[src/rtl/and2_input_debounce.sv]
// Two-channel synchronizer + counter debounce feeding the and2 gate, with a shared change strobe.
// Optional rejected-glitch counter on glitch_cnt, enabled by defining DEBOUNCE_GLITCH_CNT_EN.
module and2_input_debounce #(
  parameter int SYNC_STAGES = 2,
  parameter int DB_CYCLES   = 4,
  parameter int CNT_W       = 8
) (
  input  logic             clk,
  input  logic             rst_n,
  input  logic             a_raw,
  input  logic             b_raw,
  output logic             a_clean,
  output logic             b_clean,
  output logic             chg
`ifdef DEBOUNCE_GLITCH_CNT_EN
  ,
  output logic [CNT_W-1:0] glitch_cnt
`endif
);

  if (SYNC_STAGES < 2 || DB_CYCLES < 1 || CNT_W < 1) begin : g_bad_param
    $error("and2_input_debounce: illegal parameter value");
  end

  localparam int CW = $clog2(DB_CYCLES + 1);
  typedef logic [CW-1:0] cnt_t;
  localparam cnt_t CNT_LAST = cnt_t'(DB_CYCLES - 1);

  typedef enum logic {ST_STABLE, ST_PENDING} state_e;

  logic [1:0]             raw;
  logic [SYNC_STAGES-1:0] sync_q [2];
  logic [SYNC_STAGES-1:0] sync_d [2];
  logic [1:0]             syn;
  state_e                 state_q [2];
  state_e                 state_d [2];
  cnt_t                   cnt_q [2];
  cnt_t                   cnt_d [2];
  logic [1:0]             clean_q, clean_d;
  logic [1:0]             upd;
  logic                   chg_q, chg_d;
`ifdef DEBOUNCE_GLITCH_CNT_EN
  logic [1:0]             rej;
  logic [CNT_W-1:0]       glitch_q, glitch_d;
  logic [CNT_W:0]         glitch_sum;
`endif

  assign raw = {b_raw, a_raw};

  // NOTE: every sync flop is reset so the clean outputs cannot pick up a stale level after release.
  always_ff @(posedge clk or negedge rst_n) begin
    if (!rst_n) begin
      for (int ch = 0; ch < 2; ch++) begin
        sync_q[ch]  <= '0;
        state_q[ch] <= ST_STABLE;
        cnt_q[ch]   <= '0;
      end
      clean_q <= '0;
      chg_q   <= 1'b0;
    end else begin
      // NOTE: non-blocking assignments so every flop samples pre-edge values regardless of order.
      for (int ch = 0; ch < 2; ch++) begin
        sync_q[ch]  <= sync_d[ch];
        state_q[ch] <= state_d[ch];
        cnt_q[ch]   <= cnt_d[ch];
      end
      clean_q <= clean_d;
      chg_q   <= chg_d;
    end
  end

  always_comb begin : next_state
    for (int ch = 0; ch < 2; ch++) begin
      // NOTE: default first so no path through the case leaves state_d unassigned (no latch).
      state_d[ch] = state_q[ch];
      unique case (state_q[ch])
        ST_STABLE:  if (syn[ch] != clean_q[ch] && DB_CYCLES > 1) state_d[ch] = ST_PENDING;
        ST_PENDING: if (syn[ch] == clean_q[ch] || cnt_q[ch] == CNT_LAST) state_d[ch] = ST_STABLE;
        default:    state_d[ch] = ST_STABLE;
      endcase
    end
  end

  always_comb begin : datapath
    upd     = '0;
    clean_d = clean_q;
`ifdef DEBOUNCE_GLITCH_CNT_EN
    rej     = '0;
`endif
    for (int ch = 0; ch < 2; ch++) begin
      syn[ch]    = sync_q[ch][SYNC_STAGES-1];
      sync_d[ch] = {sync_q[ch][SYNC_STAGES-2:0], raw[ch]};
      cnt_d[ch]  = cnt_q[ch];
      unique case (state_q[ch])
        ST_STABLE: begin
          if (syn[ch] != clean_q[ch]) begin
            if (DB_CYCLES == 1) upd[ch]   = 1'b1;
            else                cnt_d[ch] = cnt_t'(1);
          end
        end
        ST_PENDING: begin
          if (syn[ch] == clean_q[ch]) begin
            cnt_d[ch] = '0;
`ifdef DEBOUNCE_GLITCH_CNT_EN
            rej[ch]   = 1'b1;
`endif
          end else if (cnt_q[ch] == CNT_LAST) begin
            upd[ch]   = 1'b1;
            cnt_d[ch] = '0;
          end else begin
            cnt_d[ch] = cnt_q[ch] + cnt_t'(1);
          end
        end
        default: cnt_d[ch] = '0;
      endcase
      if (upd[ch]) clean_d[ch] = syn[ch];
    end
    // One strobe covers simultaneous updates on both channels.
    chg_d = |upd;
  end

`ifdef DEBOUNCE_GLITCH_CNT_EN
  always_comb begin : glitch_next
    glitch_sum = {1'b0, glitch_q} + (CNT_W+1)'(rej[0]) + (CNT_W+1)'(rej[1]);
    glitch_d   = glitch_sum[CNT_W] ? '1 : glitch_sum[CNT_W-1:0];
  end

  always_ff @(posedge clk or negedge rst_n) begin
    if (!rst_n) glitch_q <= '0;
    else        glitch_q <= glitch_d;
  end

  assign glitch_cnt = glitch_q;
`endif

  assign a_clean = clean_q[0];
  assign b_clean = clean_q[1];
  assign chg     = chg_q;

endmodule

[config.mk]
export PLATFORM = sky130hd
export DESIGN_NAME = and2_input_debounce
export DESIGN_NICKNAME = d
export VERILOG_FILES = /design/src/rtl/and2_input_debounce.sv
export SDC_FILE = /design/constraint.sdc
export NUM_CORES = 1
export LEC_CHECK = 0
export ABC_CLOCK_PERIOD_IN_PS = 1700
export CORE_AREA = 5 5 42 44
export CTS_CLUSTER_SIZE = 28
export DETAILED_ROUTE_END_ITERATION = 10
export DIE_AREA = 0 0 47 49
export GPL_TIMING_DRIVEN = 0
export MAX_ROUTING_LAYER = met4
export PLACE_DENSITY = 0.75
export SLEW_MARGIN = 25
export SYNTH_ARGS = -nofsm -noshare
export SYNTH_HDL_FRONTEND = slang
export SYNTH_SLANG_ARGS = --single-unit
[constraint.sdc]
create_clock -name clk -period 1.7 [get_ports clk]
set_clock_uncertainty 0.05 [all_clocks]
set_input_delay 0.17 -clock clk [delete_from_list [all_inputs] [get_ports clk]]
set_output_delay 0.17 -clock clk [all_outputs]
set_load 0.01 [all_outputs]
==> results.sh <==
export IMPL_outcome="finished clean"
export IMPL_seqPwrFrac_pct=48.7
export IMPL_ys_ff_latch=15
export IMPL_achievable_frequency_mhz=669
export IMPL_cellPowerDensity_nw_per_um2=1600
export IMPL_cts_htree_levels=1
export IMPL_worst_path_required_time_ns=1.48
export IMPL_path_cells="clkdlybuf4s50_1"
export IMPL_num_antenna_cells=0
export IMPL_first_global_vias=389
export IMPL_place_gp_congestion=0.649
export IMPL_placedCellCount=68
export IMPL_synth_top_family_by_area="simple AND/OR/NAND/NOR gates"
export IMPL_number_of_pins_exceeding_their_max_slew_limit_in_the_final_report=0
export IMPL_area_growth_pct=17.8
export IMPL_crit_buf_inv=1
export IMPL_cts_buffers=3
export IMPL_synth_area_per_cell_sq_um=13.1
export IMPL_internal_power_mw=0.752
export IMPL_first_pass_grt_wire_length_um=1750
export IMPL_synth_top_area_cell="dfrtp_1"
export IMPL_cts_root_buffer="clkbuf_4"
export IMPL_die_area_sq_um=2300
export IMPL_worstHoldPathType="in -> async"
export IMPL_synth_simple_gate_area_share_pct=12.2
export IMPL_clkSlewWorstSetupHoldPaths_ns=0.09
export IMPL_track_usage_pct=11.1
export IMPL_post_cts_resized=0
export IMPL_final_period_minus_worst_setup_slack_ns=1.50
export IMPL_first_iter_violations=4
export IMPL_mappedNetlistNets=52
export IMPL_io_pins=7
export IMPL_antenna_violating_nets_post_route=0
export IMPL_floorplan_initialDensity_pct=43.1
export IMPL_synth_top_cells_by_area="dfrtp_1 (62%), nor2b_4 (4.6%), ha_1 (4.1%)"
export IMPL_slew_headroom_pct=56.8
export IMPL_timing_critical_path_to_type="output pin"
export IMPL_vias_per_cell=5.13
export IMPL_power_frac_comb_pct=33.6
export IMPL_design_final_nets=63
export IMPL_grt_antenna_before_repair=0
export IMPL_rows=14
export IMPL_post_synth_inst_count=46
export IMPL_synth_compound_area_share_pct=11.6
export IMPL_timing_critical_path_from_type="flop"
export IMPL_finalSetupViolCount=0
export IMPL_largest_net_degree_at_the_start_of_global_routing=16
export IMPL_yosys_area_top_type_share_pct=62.1
export IMPL_vdd_ir_drop_max_mv=0.719
export IMPL_postLayoutSetupSlackWorst_ns=0.204
export IMPL_final_core_utilization_pct=50.8
export IMPL_synthAdderAreaFrac_pct=4.14
export IMPL_detail_route_wl_per_cell_um=13.0
export IMPL_layoutNonFillerInstCount=72
export IMPL_synth_sequential_area_ratio_pct=62.1
export IMPL_synth_distinct_cells=19
export IMPL_numPortBuffers=6
export IMPL_tritoncts="built"
export IMPL_power_leakage_nw=0.321
export IMPL_worst_slew_pin_slew_ns=0.647
export IMPL_timing_critical_path_max_delay_family="buffers and inverters"
export IMPL_tns_ns=0
export IMPL_die_w_um=47
export IMPL_yosys_area_share_xor_xnor_pct=5.59
export IMPL_cts_sinks=15
export IMPL_post_cts_setup_buffers=0
export IMPL_timing_final_crit_share_pct=88.0
export IMPL_p_sw_share_pct=33.9
export IMPL_critical_path_slowest_cell="clkdlybuf4s50_1"
export IMPL_rsz_0062_raised_after_global_routing="false"
export IMPL_clock_insertion_delay_worst_skew_ns=0.28
export IMPL_timing_worst_setup_path_type="reg -> out"
export IMPL_critical_path_max_stage_delay_ns=0.57
export IMPL_route_detailed_drc=0
export IMPL_count_of_max_cap_constraint_violations=0
export IMPL_cts_hold_buf=0
export IMPL_detailedPlace_worstSlack_ns=0.354
export IMPL_yosys_warnings=0
export IMPL_worstPathArrival_ns=1.28
export IMPL_drt_pre_antenna_iters=4
export IMPL_grt_overflow_total=0
export IMPL_netSwitchingPower_mw=0.385
export IMPL_core_region_area_sq_um=1400
export IMPL_power_share_clock_pct=17.7
export IMPL_wire_length_reported_by_the_detailed_router_um=939
export IMPL_die_height_um=49
export IMPL_critical_path_peak_fanout=4
export IMPL_mappedNetlistArea_sq_um=604
export IMPL_place_hpwl_um=677
export IMPL_post_route_cells_drive_above_1_share_pct=16.1
export IMPL_clk_path_buf_depth=2
export IMPL_synth_mux_area_fraction_pct=3.73
export IMPL_dr_total_vias=369
export IMPL_report_power_total_mw=1.14
export IMPL_hold_viol=0
[final timing paths]
kind                                   startpoint                endpoint  slack (ns)  depth (start not counted)
max                        clean_q[0]$_DFFE_PN0P_                 a_clean        0.20                          1
min                                         rst_n    state_q[1]$_DFF_PN0_        0.23                          1
max reg2reg                  cnt_q[3]$_DFFE_PN0P_  clean_q[0]$_DFFE_PN0P_        0.35                          4
min reg2reg                   sync_d[3]$_DFF_PN0_        syn[0]$_DFF_PN0_        0.31                          0
max in group asynchronous                   rst_n           chg$_DFF_PN0_        0.96                          1
min in group clk                            b_raw     sync_d[1]$_DFF_PN0_        0.27                          1
[per-layer routing]
layer	vias to the layer above	wire length, um	track usage [%]
met2	10	442	15.4
met3	4	44	2.21
met1	176	422	13.1
li1	179	-	-
met4	0	29	9.68
met5	-	0	-
[layout by cell type, fill, tap and decap left out]
| cell type | count |
|---|---|
| nor2_1 | 1 |
| mux2_2 | 2 |
| a21o_1 | 1 |
| o21ai_0 | 1 |
| clkinv_2 | 1 |
| xnor2_1 | 1 |
| dfrtp_1 | 15 |
| clkbuf_4 | 3 |
| nor3b_1 | 1 |
| o22ai_1 | 2 |
| a21oi_1 | 3 |
| o21a_1 | 3 |
| inv_1 | 1 |
| ha_1 | 2 |
| xor2_1 | 1 |
| nand3b_1 | 1 |
| clkdlybuf4s50_1 | 6 |
| xnor2_2 | 1 |
| nor3_1 | 1 |
| o31ai_1 | 1 |
| nand2_1 | 6 |
| nor2b_4 | 2 |
[Yosys cell counts]
library cell	instances
dfrtp_1	15
nand2_1	6
a21oi_1	3
o21a_1	3
ha_1	2
mux2_2	2
nor2b_4	2
o22ai_1	2
a21o_1	1
inv_1	1
nand3b_1	1
nor2_1	1
nor3_1	1
nor3b_1	1
o21ai_0	1
o31ai_1	1
xnor2_1	1
xnor2_2	1
xor2_1	1
[cell families (layout without fill, tap and decap cells)]
logic type	count (synthesis)	in the layout
multiplexers	2	2
flip-flops	15	15
buffers and inverters	1	11
adder cells (fa/ha/maj)	2	2
XOR/XNOR	3	3
AND/OR/NAND/NOR	12	12
AO/OA/AOI/OAI	11	11
[state kept, by name (all words and copies together) (netlist names)]
register and cells:
cnt_q 6, clean_q 2, state_q 2, syn 2, sync_d 2, chg 1
[power groups by stage]
stage               Clock [mW]  Sequential (mW)  Combinational [mW]
finish                   0.201            0.554               0.382
global route             0.229            0.574               0.439
CTS                      0.212            0.555               0.389
detailed placement           0            0.563               0.386
global placement             0            0.553               0.367
floorplan                    0            0.554               0.252
[area by class of cell]
type	instances	area, sq um
fill	132	689
clock inverter	1	5.00
multi-input combinational	30	225
tap	16	20.0
inverter	1	3.75
sequential	15	375
timing repair buffer	6	60.1
clock buffer	3	22.5
[metrics by stage]
stage                     cell area (sq um)  hold WS [ns]
after floorplan                         604        -0.176
after global placement                  684         0.287
after detailed placement                684         0.296
after CTS                               712         0.245
after global routing                    712         0.265
final                                   712         0.228
Power figures use the tool's default switching activity.
